**src/rtl/serial_paralelo_param.sv**
```systemverilog
// Purpose : serial-to-parallel deserializer on the bit clock; finds COM at any bit offset,
//           locks after LOCK_COUNT aligned COMs, then presents each received word.
// Latency : data_out/valid_out update on the edge that samples the last bit of a word.
// Backpressure: none; the serial stream cannot be stalled, and words are overwritten every WIDTH cycles.
// Optional feature: define SP_REALIGN_EN to leave ACTIVE after MISALIGN_LIMIT off-boundary COMs.
// Ports:
//   clk_32f     in   bit clock, all state changes on its rising edge
//   reset       in   asynchronous active-low reset
//   data_in     in   serial bit, MSB of each symbol first
//   data_out    out  [WIDTH-1:0] last word captured in ACTIVE (COM_SYMBOL otherwise)
//   valid_out   out  data_out is a non-COM word received in ACTIVE
//   word_strobe out  one-cycle pulse after each word boundary in ALIGN/ACTIVE
//   active      out  high while in ACTIVE
module serial_paralelo_param #(
  parameter int unsigned      WIDTH          = 8,
  parameter logic [WIDTH-1:0] COM_SYMBOL     = WIDTH'(8'hBC),
  parameter int unsigned      LOCK_COUNT     = 2,
  parameter int unsigned      MISALIGN_LIMIT = 2
) (
  input  logic             clk_32f,
  input  logic             reset,
  input  logic             data_in,
  output logic [WIDTH-1:0] data_out,
  output logic             valid_out,
  output logic             word_strobe,
  output logic             active
);

  localparam int unsigned CNT_W  = (WIDTH < 2) ? 1 : $clog2(WIDTH);
  localparam int unsigned LOCK_W = (LOCK_COUNT < 2) ? 1 : $clog2(LOCK_COUNT + 1);
  localparam logic [CNT_W-1:0] LAST_BIT = CNT_W'(WIDTH - 1);

  typedef enum logic [1:0] {
    ST_SEARCH = 2'd0,
    ST_ALIGN  = 2'd1,
    ST_ACTIVE = 2'd2
  } state_e;

  state_e              state_q, state_d;
  // Only WIDTH-1 history bits are stored; the newest bit comes straight from data_in.
  logic [WIDTH-2:0]    sr_q, sr_d;
  logic [CNT_W-1:0]    bit_cnt_q, bit_cnt_d;
  logic [LOCK_W-1:0]   com_cnt_q, com_cnt_d;
  logic [LOCK_W-1:0]   com_inc;
  logic [WIDTH-1:0]    data_out_q, data_out_d;
  logic                valid_q, valid_d;
  logic                strobe_q, strobe_d;
  logic                active_q, active_d;

  logic [WIDTH-1:0]    sr_next;
  logic                is_com;
  logic                boundary;

`ifdef SP_REALIGN_EN
  localparam int unsigned MIS_W = (MISALIGN_LIMIT < 2) ? 1 : $clog2(MISALIGN_LIMIT + 1);
  logic [MIS_W-1:0]    mis_cnt_q, mis_cnt_d;
  logic [MIS_W-1:0]    mis_inc;
`endif

  always_comb begin
    sr_next    = {sr_q, data_in};
    is_com     = (sr_next == COM_SYMBOL);
    boundary   = (bit_cnt_q == LAST_BIT);
    com_inc    = com_cnt_q + LOCK_W'(1);

    state_d    = state_q;
    sr_d       = sr_next[WIDTH-2:0];
    bit_cnt_d  = boundary ? '0 : bit_cnt_q + CNT_W'(1);
    com_cnt_d  = com_cnt_q;
    data_out_d = data_out_q;
    valid_d    = valid_q;
    // Strobe reflects the state the boundary was seen in, so the failing
    // boundary of an ALIGN attempt still pulses.
    strobe_d   = boundary && (state_q != ST_SEARCH);
`ifdef SP_REALIGN_EN
    mis_cnt_d  = mis_cnt_q;
    mis_inc    = mis_cnt_q + MIS_W'(1);
`endif

    unique case (state_q)
      ST_SEARCH: begin
        if (is_com) begin
          // The matching bit closes a word, so the next word starts here.
          bit_cnt_d = '0;
          com_cnt_d = LOCK_W'(1);
          state_d   = (LOCK_COUNT == 1) ? ST_ACTIVE : ST_ALIGN;
        end
      end

      ST_ALIGN: begin
        if (boundary) begin
          if (is_com) begin
            com_cnt_d = com_inc;
            if (com_inc == LOCK_W'(LOCK_COUNT)) begin
              state_d = ST_ACTIVE;
            end
          end else begin
            com_cnt_d = '0;
            state_d   = ST_SEARCH;
          end
        end
      end

      ST_ACTIVE: begin
        if (boundary) begin
          data_out_d = sr_next;
          valid_d    = !is_com;
        end
`ifdef SP_REALIGN_EN
        if (boundary) begin
          if (is_com) begin
            mis_cnt_d = '0;
          end
        end else if (is_com) begin
          if (mis_inc == MIS_W'(MISALIGN_LIMIT)) begin
            state_d    = ST_SEARCH;
            bit_cnt_d  = '0;
            mis_cnt_d  = '0;
            com_cnt_d  = '0;
            data_out_d = COM_SYMBOL;
            valid_d    = 1'b0;
          end else begin
            mis_cnt_d = mis_inc;
          end
        end
`endif
      end

      default: begin
        state_d    = ST_SEARCH;
        com_cnt_d  = '0;
        data_out_d = COM_SYMBOL;
        valid_d    = 1'b0;
      end
    endcase

    active_d = (state_d == ST_ACTIVE);
  end

  always_ff @(posedge clk_32f or negedge reset) begin
    if (!reset) begin
      state_q    <= ST_SEARCH;
      sr_q       <= '0;
      bit_cnt_q  <= '0;
      com_cnt_q  <= '0;
      data_out_q <= COM_SYMBOL;
      valid_q    <= 1'b0;
      strobe_q   <= 1'b0;
      active_q   <= 1'b0;
    end else begin
      state_q    <= state_d;
      sr_q       <= sr_d;
      bit_cnt_q  <= bit_cnt_d;
      com_cnt_q  <= com_cnt_d;
      data_out_q <= data_out_d;
      valid_q    <= valid_d;
      strobe_q   <= strobe_d;
      active_q   <= active_d;
    end
  end

`ifdef SP_REALIGN_EN
  always_ff @(posedge clk_32f or negedge reset) begin
    if (!reset) begin
      mis_cnt_q <= '0;
    end else begin
      mis_cnt_q <= mis_cnt_d;
    end
  end
`endif

  assign data_out    = data_out_q;
  assign valid_out   = valid_q;
  assign word_strobe = strobe_q;
  assign active      = active_q;

endmodule

```
**config.mk**
```make
export PLATFORM = sky130hd
export DESIGN_NAME = serial_paralelo_param
export DESIGN_NICKNAME = d
export VERILOG_FILES = /design/src/rtl/serial_paralelo_param.sv
export SDC_FILE = /design/constraint.sdc
export NUM_CORES = 1
export LEC_CHECK = 0
export ABC_AREA = 1
export BUFFER_PORTS_ARGS = -buffer_cell sky130_fd_sc_hd__buf_2
export CAP_MARGIN = 20
export CORE_MARGIN = 2
export CORE_UTILIZATION = 31
export DETAILED_ROUTE_END_ITERATION = 16
export PLACE_DENSITY = 0.57
export RECOVER_POWER = 100
export SLEW_MARGIN = 15
export SYNTH_ARGS = -nofsm -noshare
export SYNTH_HDL_FRONTEND = slang
export SYNTH_SLANG_ARGS = --single-unit
```
**constraint.sdc**
```tcl
create_clock -name clk_32f -period 1.8 [get_ports clk_32f]
set_input_delay 0.18 -clock clk_32f [delete_from_list [all_inputs] [get_ports clk_32f]]
set_output_delay 0.18 -clock clk_32f [all_outputs]
set_load 0.005 [all_outputs]
```
==> results of run 1 <==
## worst max-delay path by stage
stage | from | endpoint | slack [ns] | cells past startpoint
floorplan | bit_cnt_q[0] | com_cnt_q[1] | 0.42 | 6
CTS | bit_cnt_q[0] | com_cnt_q[1] | 0.27 | 6
global route | bit_cnt_q[0] | com_cnt_q[0] | 0.1 | 6
detailed placement | bit_cnt_q[0] | com_cnt_q[1] | 0.30 | 6
global placement | bit_cnt_q[0] | com_cnt_q[1] | 0.33 | 6
finish | bit_cnt_q[0] | com_cnt_q[1] | 0.30 | 6
## cells in the mapped netlist
cell type,instances,area share
sky130_fd_sc_hd__nor2_4,1,0.011
sky130_fd_sc_hd__dfrtp_1,20,0.51
sky130_fd_sc_hd__inv_2,3,0.011
sky130_fd_sc_hd__nand3_2,1,0.010
sky130_fd_sc_hd__nand2_1,23,0.087
sky130_fd_sc_hd__a21oi_4,1,0.016
sky130_fd_sc_hd__ha_1,3,0.038
sky130_fd_sc_hd__nand3_1,4,0.020
sky130_fd_sc_hd__o21ai_1,4,0.020
sky130_fd_sc_hd__nor2_1,5,0.019
sky130_fd_sc_hd__nand2_2,1,0.0063
sky130_fd_sc_hd__o21ai_0,3,0.015
sky130_fd_sc_hd__nor2_2,3,0.019
sky130_fd_sc_hd__o22a_1,5,0.044
sky130_fd_sc_hd__inv_1,11,0.042
sky130_fd_sc_hd__dfstp_2,5,0.13
## worst reg2reg max path, cell delays in order, from the launching register on
cell and delay [ns]:
sky130_fd_sc_hd__dfrtp_1 0.41, sky130_fd_sc_hd__ha_1 0.20, sky130_fd_sc_hd__ha_1 0.25, sky130_fd_sc_hd__o21ai_0 0.31, sky130_fd_sc_hd__nand2_1 0.12, sky130_fd_sc_hd__nand2_1 0.08
sky130_fd_sc_hd__nand2_1 0.05
## sequential cells by signal, summed over array words and instances, names as in the netlist
signal	count
bit_cnt_q	3
word_strobe	1
com_cnt_q	2
sr_q	7
data_out	8
state_q	2
valid_out	1
active	1
## metal layers
metal / up-vias / track usage / part of all wire
met5: - / 0 / 0
met4: 0 / 0.05590 / 0.0060
met3: 2 / 0.02559 / 0.041
met2: 9 / 0.1770 / 0.46
met1: 315 / 0.1348 / 0.49
li1: 333 / - / -
## what timing repair did
action / 4_1_cts / 5_1_grt
endpoints found under the setup margin: 0 / 0
setup buffers: 0 / 0
hold buffers: 2 / 0
hold endpoints to repair: 21 / 0
## layout make-up
class / count / area [sq um]
Inverter: 14 / 52.55
Multi-Input combinational cell: 54 / 296.5
Sequential cell: 25 / 631.9
Timing Repair Buffer: 15 / 81.33
Fill cell: 325 / 1909
Tap cell: 44 / 55.05
Clock buffer: 4 / 26.28
## through the flow
step | hold slack, ns | utilization | worst slack (ns) | instance area [sq um]
floorplan | -0.1156 | - | 0.4231 | 988.4
global placement | 0.1841 | 0.3631 | 0.3278 | 1109
detailed placement | 0.1990 | 0.3631 | 0.2953 | 1109
CTS | 0.3772 | 0.3783 | 0.2724 | 1155
global route | 0.4193 | 0.3746 | 0.09944 | 1144
finish | 0.3932 | 0.3746 | 0.2999 | 1144
## power groups by stage
stage	Combinational, uW	Clock [uW]	Sequential (uW)
floorplan	145	0	646
global placement	182	0	652
detailed placement	185	0	656
CTS	192	262	644
global route	221	290	650
finish	184	249	642
## logic make-up (layout without fill, tap and decap cells)
family	after synthesis	after routing	synth area share
AND/OR/NAND/NOR	38	38	0.1734
flip-flops	25	25	0.6392
AO/OA/AOI/OAI	13	13	0.09620
buffers and inverters	14	33	0.05316
adder cells (fa/ha/maj)	3	3	0.03798
## placed cells by master (no fill, tap or decap), drive strengths merged
master       netlist  layout
a21oi              1       1
buf                0      10
nand3              5       5
ha                 3       3
o21ai              7       7
dfstp              5       5
nor2               9       9
o22a               5       5
dlygate4sd3        0       2
dfrtp             20      20
nand2             24      24
inv               14      14
clkbuf             0       7
==> impl_summary.txt, run 1 <==
----------------------------------------------------
[Worst hold path]
  End point of the worst hold path ... sr_q[1]
  Type of the worst min-delay path ... register to register
  Launch instance of the worst min-delay path ... sr_q[0]
  Hold Path Stages ... 0

[Floorplan]
  Effective utilization at floorplan ... 0.3238
  Count of pins on the block boundary ... 14
  Die Width ... 60.47 um
  Core Region ... 3053 sq um
  Height of the die ... 60.47 um
  Number of placement rows ... 20
  Die Area ... 3656 sq um

[Critical path]
  CP dominant cell by count ... sky130_fd_sc_hd__nand2_1
  Worst-case reg-to-reg path depth ... 6
  Endpoint of the worst-slack reg-to-reg timing path ... com_cnt_q[1]
  Crit-path leading delay family ... adder cells
  Worst path arrival time ... 1.72 ns
  Kind of capture point of the worst setup path ... register
  Required time at the worst-slack endpoint ... 2.02 ns
  Type of the worst setup path ... register to register
  Buffers and inverters on the worst path ... 0
  Reg-to-reg startpoint ... bit_cnt_q[0]
  Startpoint kind of the worst setup timing path ... register
  Cells along the critical path ... ha_1 -> ha_1 -> o21ai_0 -> nand2_1 -> nand2_1 -> nand2_1
  CP max FO ... 6
  Reg-to-reg slack, setup ... 0.30 ns
  Library cell contributing the largest single delay on the critical path ... sky130_fd_sc_hd__dfrtp_1
  Slowest Stage Delay on Critical Path ... 0.41 ns

[Global route]
  Initial antenna violation count ... 0
  First-pass GRT wire length ... 2891 um
  Total congestion overflow ... 0
  Largest net degree at the start of global routing ... 26
  Via count of the first global-routing pass ... 655
  Combined global-route utilization of all metal layers ... 0.1086

[STA]
  Final setup violating endpoints ... 0
  Total negative slack ... 0 ns
  Unrepaired setup endpoints after global routing ... no
  Min cycle time layout ... 1.500 ns
  Worst Max-Slew Pin Slew ... 1.305 ns
  Post-route clock period utilization ... 0.8334
  Peak clock frequency supported by timing ... 666.6 MHz
  Worst slew margin relative to its limit ... 0.1302
  Final hold violations ... 0
  Clock Skew ... 0.001495 ns
  Max Slew Vio Count ... 0

[Clocking]
  H-tree levels ... 1
  Buffer levels on the longest clock path ... 2
  CTS sink cnt ... 25
  # resized after CTS ... 0
  Worst-Skew Late Latency ... 0.31 ns
  CTS Root Cell ... sky130_fd_sc_hd__clkbuf_4
  TritonCTS clock tree ... yes
  Clock transition at the registers of the reported paths ... 0.13 ns
  Number of CTS-inserted buffers ... 3

[Layout]
  Post-Layout Cell Count ... 156
  Ant diodes ... 0
  Share of cells above drive strength 1 ... 0.2054
  Count of nets after finishing ... 119
  Area growth from synthesis to layout ... 15.70%

[Synthesis]
  Post-synthesis instance area ... 988.4 sq um
  Sequential-to-total area share from yosys stat ... 0.6392
  Syn nets ... 99
  Total of flip-flops plus latches after synthesis ... 25
  Mapped Avg Cell Area ... 10.63 sq um
  Count of cell types in the netlist ... 16
  Gate count of the mapped netlist ... 93
  Number of synthesis warnings ... 0

[Power and ir drop]
  Leak pwr ... 0.0005415 uW
  Register share of total power ... 0.598
  Net switching power of the design ... 305.8 uW
  Pwr Total ... 1075 uW
  Fraction of power spent switching nets ... 0.2846
  Clock share of power ... 0.231
  Comb pwr share ... 0.171
  Worst supply voltage drop on vdd ... 0.0003078 V
  Areal power density over the cells ... 939.8 nW/um^2
  Internal power ... 769.0 uW

[Routing]
  Vias per inst ... 4.224
  Routed wire length ... 1657 um
  Final routed DRC violation total ... 0
  Average detailed-routed wire length per instance ... 10.62 um
  Routed via count ... 659
  Drt first-iter violations ... 23
  Antenna-violating nets left ... 0
  1st-pass router iterations ... 4

[Placement]
  Detailed placer's ending HPWL ... 1243 um
  Count of buffers from port buffering ... 13
  RePlAce Congestion ... 0.7342
  Number of cells in the design after placement ... 150

[Status]
  Run status ... finished clean

[Job]
  Max Cap Violations ... 0

----------------------------------------------------
(Power assumes the default switching activity.)
==> run 2: changes to the inputs <==
clock period = 1.5 ns   (was 1.8 ns; I/O delays follow)
==> run 2 against run 1 <==
Worst setup slack worse by 0.17 ns. Die area stayed put. Sequential share of layout area is 0.66 points lower. Power is 22% higher. Highest routed layer unchanged. Critical path depth is 1 higher.
==> impl_summary.txt, run 2 (same netlist as run 1, synthesis figures left out) <==
----------------------------------------------------
[Power and ir drop]
  Clock share of power ... 0.221 (was 0.231)
  Worst supply voltage drop on vdd ... 0.0005173 V (was 0.0003078 V)
  Leak pwr ... 0.0005445 uW (was 0.0005415 uW)
  Areal power density over the cells ... 1133 nW/um^2 (was 939.8 nW/um^2)
  Comb pwr share ... 0.191 (was 0.171)
  Net switching power of the design ... 370.3 uW (was 305.8 uW)
  Fraction of power spent switching nets ... 0.2824 (was 0.2846)
  Register share of total power ... 0.588 (was 0.598)
  Pwr Total ... 1311 uW (was 1075 uW)
  Internal power ... 940.7 uW (was 769.0 uW)

[Global route]
  Largest net degree at the start of global routing ... 26 (unchanged)
  Combined global-route utilization of all metal layers ... 0.1031 (was 0.1086)
  Via count of the first global-routing pass ... 622 (was 655)
  Total congestion overflow ... 0 (unchanged)
  First-pass GRT wire length ... 2760 um (was 2891 um)
  Initial antenna violation count ... 0 (unchanged)

[Layout]
  Count of nets after finishing ... 120 (was 119)
  Total of fill cells in the finished design ... 318 (was 325)
  Area growth from synthesis to layout ... 17.09% (was 15.70%)
  Commonest cells after routing, fill and taps aside ... 23 x sky130_fd_sc_hd__nand2_1, 20 x sky130_fd_sc_hd__dfrtp_1, 11 x sky130_fd_sc_hd__inv_1, 8 x sky130_fd_sc_hd__buf_2 (was 23 x sky130_fd_sc_hd__nand2_1, 20 x sky130_fd_sc_hd__dfrtp_1, 12 x sky130_fd_sc_hd__inv_1, 10 x sky130_fd_sc_hd__buf_2, 7 x sky130_fd_sc_hd__o21ai_0)
  Most common library cell in the layout ignoring fill and taps ... sky130_fd_sc_hd__nand2_1 (unchanged)
  Share of cells above drive strength 1 ... 0.2478 (was 0.2054)
  Flip-flop count of the largest register, all copies and words added ... 8 (unchanged)
  Final standard cell area without fillers ... 1157 sq um (was 1144 sq um)
  Ant diodes ... 0 (unchanged)
  Fraction of the core area covered by cells at the end of the flow ... 0.3791 (was 0.3746)

[STA]
  Final setup violating endpoints ... 0 (unchanged)
  Min cycle time layout ... 1.366 ns (was 1.500 ns)
  Post-route clock period utilization ... 0.9110 (was 0.8334)
  Final hold violations ... 0 (unchanged)
  Total negative slack ... 0 ns (unchanged)
  Unrepaired setup endpoints after global routing ... yes (was no)
  Worst Hold Margin ... 0.3565 ns (was 0.3932 ns)
  Worst slew margin relative to its limit ... 0.6000 (was 0.1302)
  Clock Skew ... 0.007381 ns (was 0.001495 ns)
  Max Slew Vio Count ... 0 (unchanged)
  Peak clock frequency supported by timing ... 731.8 MHz (was 666.6 MHz)
  Worst Max-Slew Pin Slew ... 0.6000 ns (was 1.305 ns)

[Floorplan]
  Number of placement rows ... 20 (unchanged)
  Count of pins on the block boundary ... 14 (unchanged)
  Die Area ... 3656 sq um (unchanged)
  Core Region ... 3053 sq um (unchanged)
  Height of the die ... 60.47 um (unchanged)
  Die Width ... 60.47 um (unchanged)
  Effective utilization at floorplan ... 0.3238 (unchanged)

[Clocking]
  TritonCTS clock tree ... yes (unchanged)
  CTS sink cnt ... 25 (unchanged)
  H-tree levels ... 1 (unchanged)
  Clock transition at the registers of the reported paths ... 0.13 ns (about the same)
  Buffer levels on the longest clock path ... 2 (unchanged)
  Number of CTS-inserted buffers ... 3 (unchanged)
  CTS Root Cell ... sky130_fd_sc_hd__clkbuf_4 (unchanged)
  Worst-Skew Late Latency ... 0.31 ns (about the same)

[Critical path]
  Startpoint kind of the worst setup timing path ... register (unchanged)
  CP dominant cell by count ... sky130_fd_sc_hd__ha_1 (was sky130_fd_sc_hd__nand2_1)
  Endpoint of the worst-slack reg-to-reg timing path ... data_out[0] (was com_cnt_q[1])
  Worst path arrival time ... 1.58 ns (was 1.72 ns)
  Cells along the critical path ... ha_1 -> ha_1 -> inv_2 -> a21oi_4 -> inv_1 -> nand2_1 -> o21ai_1 (was ha_1 -> ha_1 -> o21ai_0 -> nand2_1 -> nand2_1 -> nand2_1)
  Reg-to-reg startpoint ... bit_cnt_q[0] (unchanged)
  Kind of capture point of the worst setup path ... register (unchanged)
  Reg-to-reg slack, setup ... 0.13 ns (was 0.30 ns)
  Library cell contributing the largest single delay on the critical path ... sky130_fd_sc_hd__dfrtp_1 (unchanged)
  Slowest Stage Delay on Critical Path ... 0.37 ns (was 0.41 ns)
  Required time at the worst-slack endpoint ... 1.71 ns (was 2.02 ns)
  Worst-case reg-to-reg path depth ... 7 (was 6)
  Type of the worst setup path ... register to register (unchanged)
  CP max FO ... 6 (unchanged)

[Placement]
  Detailed placer's ending HPWL ... 1272 um (was 1243 um)
  RePlAce Congestion ... 0.7338 (was 0.7342)
  Count of buffers from port buffering ... 13 (unchanged)
  Placed Instance Area ... 1116 sq um (was 1109 sq um)

[Routing]
  Routed via count ... 654 (was 659)
  Average detailed-routed wire length per instance ... 10.73 um (was 10.62 um)
  Vias per inst ... 4.166 (was 4.224)
  1st-pass router iterations ... 4 (unchanged)
  Drt first-iter violations ... 18 (was 23)
  Final routed DRC violation total ... 0 (unchanged)
  Antenna-violating nets left ... 0 (unchanged)
  Routed wire length ... 1685 um (was 1657 um)

[Job]
  Max Cap Violations ... 0 (unchanged)

[Worst hold path]
  Type of the worst min-delay path ... input port to async pin (was register to register)

[Status]
  Run status ... finished clean (unchanged)

----------------------------------------------------
==> run 2: changes by cell type in the layout (fill, tap and decap cells not counted), moves of 2 or more <==
cell,delta
sky130_fd_sc_hd__o21ai_1,+5
sky130_fd_sc_hd__o21ai_0,-5
sky130_fd_sc_hd__buf_2,-2
sky130_fd_sc_hd__dfstp_2,+2
sky130_fd_sc_hd__dfstp_1,-2
==> run 2: per-layer routing <==
metal,vias up,global-route usage,part of all wire
met2,14,0.1755,0.50
li1,331,-,-
met5,-,0,0
met3,4,0.04478,0.045
met4,0,0.02795,0.011
met1,305,0.1195,0.44
==> run 2: final cells by class <==
| class | count | area [sq um] | area share |
|---|---|---|---|
| sequential | 25 | 631.9 | 0.5459 |
| tap | 44 | 55.05 | 0.04757 |
| clock buffer | 4 | 26.28 | 0.02270 |
| inverter | 14 | 52.55 | 0.04541 |
| multi-input combinational | 54 | 304.0 | 0.2627 |
| timing repair buffer | 16 | 87.58 | 0.07568 |
==> run 2: metrics by stage <==
| step | std cells | worst slack, ns |
|---|---|---|
| 6_report | 157 | 0.1335 |
| 5_1_grt | 157 | -0.02448 |
| 4_1_cts | 157 | 0.02507 |
| 3_5_place_dp | 151 | 0.04486 |
| 3_3_place_gp | 151 | 0.1311 |
| 2_1_floorplan | 93 | 0.1231 |
==> run 2: repair_timing <==
| item | 4_1_cts | 5_1_grt |
|---|---|---|
| hold endpoints to repair | 21 | 0 |
| endpoints found under the setup margin | 0 | 5 |
| buffers inserted | 0 | 0 |
| resized for setup | 0 | 1 |
| hold buffers | 2 | 0 |
==> run 2: worst max-delay path, delay by kind of cell (launching register included) <==
family          cells  cell delay (ns)
flops               1             0.37
fa+ha+maj           2             0.36
buf+inv             2             0.21
simple gates        1             0.08
compound gates      2             0.25
==> run 2: worst max path at each step <==
stage | startpoint | end | slack, ns | cells past startpoint
after CTS | bit_cnt_q[0] | com_cnt_q[0] | 0.03 | 6
after detailed placement | bit_cnt_q[0] | com_cnt_q[0] | 0.04 | 6
after global routing | bit_cnt_q[0] | com_cnt_q[0] | -0.02 | 6
after global placement | bit_cnt_q[0] | data_out[0] | 0.13 | 7
after floorplan | bit_cnt_q[0] | com_cnt_q[1] | 0.12 | 6
final | bit_cnt_q[0] | data_out[0] | 0.13 | 7
==> run 2: power by group through the flow <==
stage                     combinational (uW)  clock, uW  sequential, uW
final                                    251        290             771
after global routing                     303        341             779
after CTS                                259        305             772
after detailed placement                 254          0             785
after global placement                   236          0             780
after floorplan                          174          0             775
==> run 3: changes to the inputs <==
CORE_ASPECT_RATIO = 1.25   (was not set)
==> run 3 against run 2 <==
Combinational power hardly changed. Sequential power hardly changed. Sequential share of layout area is 0.48 points higher. Count of clock-buffer cells in the layout is 1 lower. Routed wire length is 2.3% lower. Fmax is 1.8% lower. Power is 2.7% higher. Final cell count is 5.1% lower. Critical path depth is 2 lower. Sequential cell count stayed put. Critical endpoint is now data_out[3]. Largest power group unchanged.
==> impl_summary.txt, run 3 (same netlist as run 1, synthesis figures left out) <==
----------------------------------------------------
[Routing]
  Average detailed-routed wire length per instance ... 11.05 um (was 10.73 um)
  1st-pass router iterations ... 2 (was 4)
  Routed wire length ... 1646 um (was 1685 um)
  Vias per inst ... 4.631 (was 4.166)
  Drt first-iter violations ... 5 (was 18)
  Antenna-violating nets left ... 0 (unchanged)
  Routed via count ... 690 (was 654)
  Final routed DRC violation total ... 0 (unchanged)

[STA]
  Peak clock frequency supported by timing ... 719.0 MHz (was 731.8 MHz)
  Worst Hold Margin ... 0.3382 ns (was 0.3565 ns)
  Worst Max-Slew Pin Slew ... 0.6047 ns (was 0.6000 ns)
  Clock Skew ... 0.008218 ns (was 0.007381 ns)
  Max Slew Vio Count ... 0 (unchanged)
  Post-route clock period utilization ... 0.9273 (was 0.9110)
  Worst slew margin relative to its limit ... 0.5969 (was 0.6000)
  Min cycle time layout ... 1.391 ns (was 1.366 ns)
  Unrepaired setup endpoints after global routing ... no (was yes)
  Final hold violations ... 0 (unchanged)
  Total negative slack ... 0 ns (unchanged)
  Final setup violating endpoints ... 0 (unchanged)

[Clocking]
  TritonCTS clock tree ... yes (unchanged)
  CTS Root Cell ... sky130_fd_sc_hd__clkbuf_4 (unchanged)
  Clock transition at the registers of the reported paths ... 0.15 ns (was 0.13 ns)
  H-tree levels ... 1 (unchanged)
  Worst-Skew Late Latency ... 0.33 ns (was 0.31 ns)
  CTS sink cnt ... 25 (unchanged)
  Buffer levels on the longest clock path ... 2 (unchanged)
  Number of CTS-inserted buffers ... 3 (unchanged)

[Placement]
  Placed Instance Area ... 1106 sq um (was 1116 sq um)
  Detailed placer's ending HPWL ... 1204 um (was 1272 um)
  RePlAce Congestion ... 0.8874 (was 0.7338)
  Count of buffers from port buffering ... 13 (unchanged)

[Floorplan]
  Effective utilization at floorplan ... 0.3294 (was 0.3238)
  Die Width ... 54.51 um (was 60.47 um)
  Number of placement rows ... 22 (was 20)
  Count of pins on the block boundary ... 14 (unchanged)
  Height of the die ... 67.13 um (was 60.47 um)
  Die Area ... 3659 sq um (was 3656 sq um)
  Core Region ... 3000 sq um (was 3053 sq um)

[Critical path]
  Library cell contributing the largest single delay on the critical path ... sky130_fd_sc_hd__dfrtp_1 (unchanged)
  Cells along the critical path ... ha_1 -> ha_2 -> clkbuf_4 -> nand2_1 -> o22a_1 (was ha_1 -> ha_1 -> inv_2 -> a21oi_4 -> inv_1 -> nand2_1 -> o21ai_1)
  Worst path arrival time ... 1.68 ns (was 1.58 ns)
  Startpoint kind of the worst setup timing path ... register (unchanged)
  Crit-path leading delay family ... flip-flops (unchanged)
  Type of the worst setup path ... register to register (unchanged)
  Slowest Stage Delay on Critical Path ... 0.41 ns (was 0.37 ns)
  Buffers and inverters on the worst path ... 1 (was 2)
  Required time at the worst-slack endpoint ... 1.78 ns (was 1.71 ns)
  CP max FO ... 8 (was 6)
  Worst-case reg-to-reg path depth ... 5 (was 7)
  Kind of capture point of the worst setup path ... register (unchanged)
  Crit. path cell count ... 5 (was 7)

[Global route]
  Total congestion overflow ... 0 (unchanged)
  Largest net degree at the start of global routing ... 26 (unchanged)
  Via count of the first global-routing pass ... 679 (was 622)
  Initial antenna violation count ... 0 (unchanged)
  First-pass GRT wire length ... 2925 um (was 2760 um)
  Combined global-route utilization of all metal layers ... 0.1154 (was 0.1031)

[Layout]
  Fraction of the core area covered by cells at the end of the flow ... 0.3824 (was 0.3791)
  Most common library cell in the layout ignoring fill and taps ... sky130_fd_sc_hd__nand2_1 (unchanged)
  Flip-flop count of the largest register, all copies and words added ... 8 (unchanged)
  Commonest cells after routing, fill and taps aside ... 24 x sky130_fd_sc_hd__nand2_1, 20 x sky130_fd_sc_hd__dfrtp_1, 11 x sky130_fd_sc_hd__inv_1, 8 x sky130_fd_sc_hd__buf_2 (was 23 x sky130_fd_sc_hd__nand2_1, 20 x sky130_fd_sc_hd__dfrtp_1, 11 x sky130_fd_sc_hd__inv_1, 8 x sky130_fd_sc_hd__buf_2)
  Ant diodes ... 0 (unchanged)
  Area growth from synthesis to layout ... 16.08% (was 17.09%)
  Count of nets after finishing ... 120 (unchanged)
  Share of cells above drive strength 1 ... 0.2389 (was 0.2478)
  Final standard cell area without fillers ... 1147 sq um (was 1157 sq um)

[Power and ir drop]
  Areal power density over the cells ... 1173 nW/um^2 (was 1133 nW/um^2)
  Pwr Total ... 1346 uW (was 1311 uW)
  Worst supply voltage drop on vdd ... 0.0006027 V (was 0.0005173 V)
  Leak pwr ... 0.0005432 uW (was 0.0005445 uW)

[Status]
  Run status ... finished clean (unchanged)

[Worst hold path]
  Type of the worst min-delay path ... input port to async pin (unchanged)

[Job]
  Max Cap Violations ... 0 (unchanged)

----------------------------------------------------
==> run 3: cell count changes in the layout (fill, tap and decap cells not counted), sizes merged <==
| cell | change |
|---|---|
| inv | +1 |
| buf | -1 |
==> run 3: final cells by class <==
cell class | count | area [sq um]
fill | 302 | 1853
multi-input combinational | 54 | 299.0
clock buffer | 3 | 22.52
timing repair buffer | 16 | 87.58
tap | 36 | 45.04
inverter | 14 | 52.55
sequential | 25 | 631.9
clock inverter | 1 | 8.758
==> run 3: repair_timing <==
action                                  CTS  global route
setup buffers                             0             0
hold buffers                              2             0
endpoints found under the hold margin    21             0
gates resized for setup                   1             1
pin swaps                                 0             1
endpoints found under the setup margin    2             5
==> run 3: power by group <==
part           internal [uW]  total [uW]  switching (uW)
Sequential               737         772            35.4
Combinational            104         248             144
Clock                    109         326             218
==> run 3: metrics by stage <==
| stage | setup slack [ns] | std cells |
|---|---|---|
| after global placement | 0.09856 | 143 |
| final | 0.1091 | 149 |
| after detailed placement | 0.01000 | 143 |
| after CTS | 0.04877 | 149 |
| after global routing | 0.01190 | 149 |
| after floorplan | 0.1231 | 93 |
==> run 3: worst paths after layout <==
| check | slack (ns) | endpoint | from |
|---|---|---|---|
| setup / recovery | 0.11 | data_out[3] | bit_cnt_q[0] |
| hold / removal | 0.34 | sr_q[1] | reset |
| setup reg to reg | 0.11 | data_out[3] | bit_cnt_q[0] |
| hold reg to reg | 0.39 | sr_q[1] | sr_q[0] |
| max in group asynchronous | 0.77 | state_q[1] | reset |
| min in group clk_32f | 0.39 | sr_q[1] | sr_q[0] |
==> run 3: worst register-to-register path, delay by kind of cell, from the launching register on <==
family	cells	cell delay, ns
fa+ha+maj	2	0.40
flops	1	0.41
buf+inv	1	0.14
simple gates	1	0.22
compound gates	1	0.18
==> run 3: per-layer routing <==
metal	global-route usage	wire [um]	vias to the layer above	share of wire
li1	-	-	337	-
met3	0.02655	52	4	0.032
met1	0.1377	676	340	0.41
met2	0.1867	881	9	0.54
met4	0.06563	36	0	0.022
met5	0	0	-	0
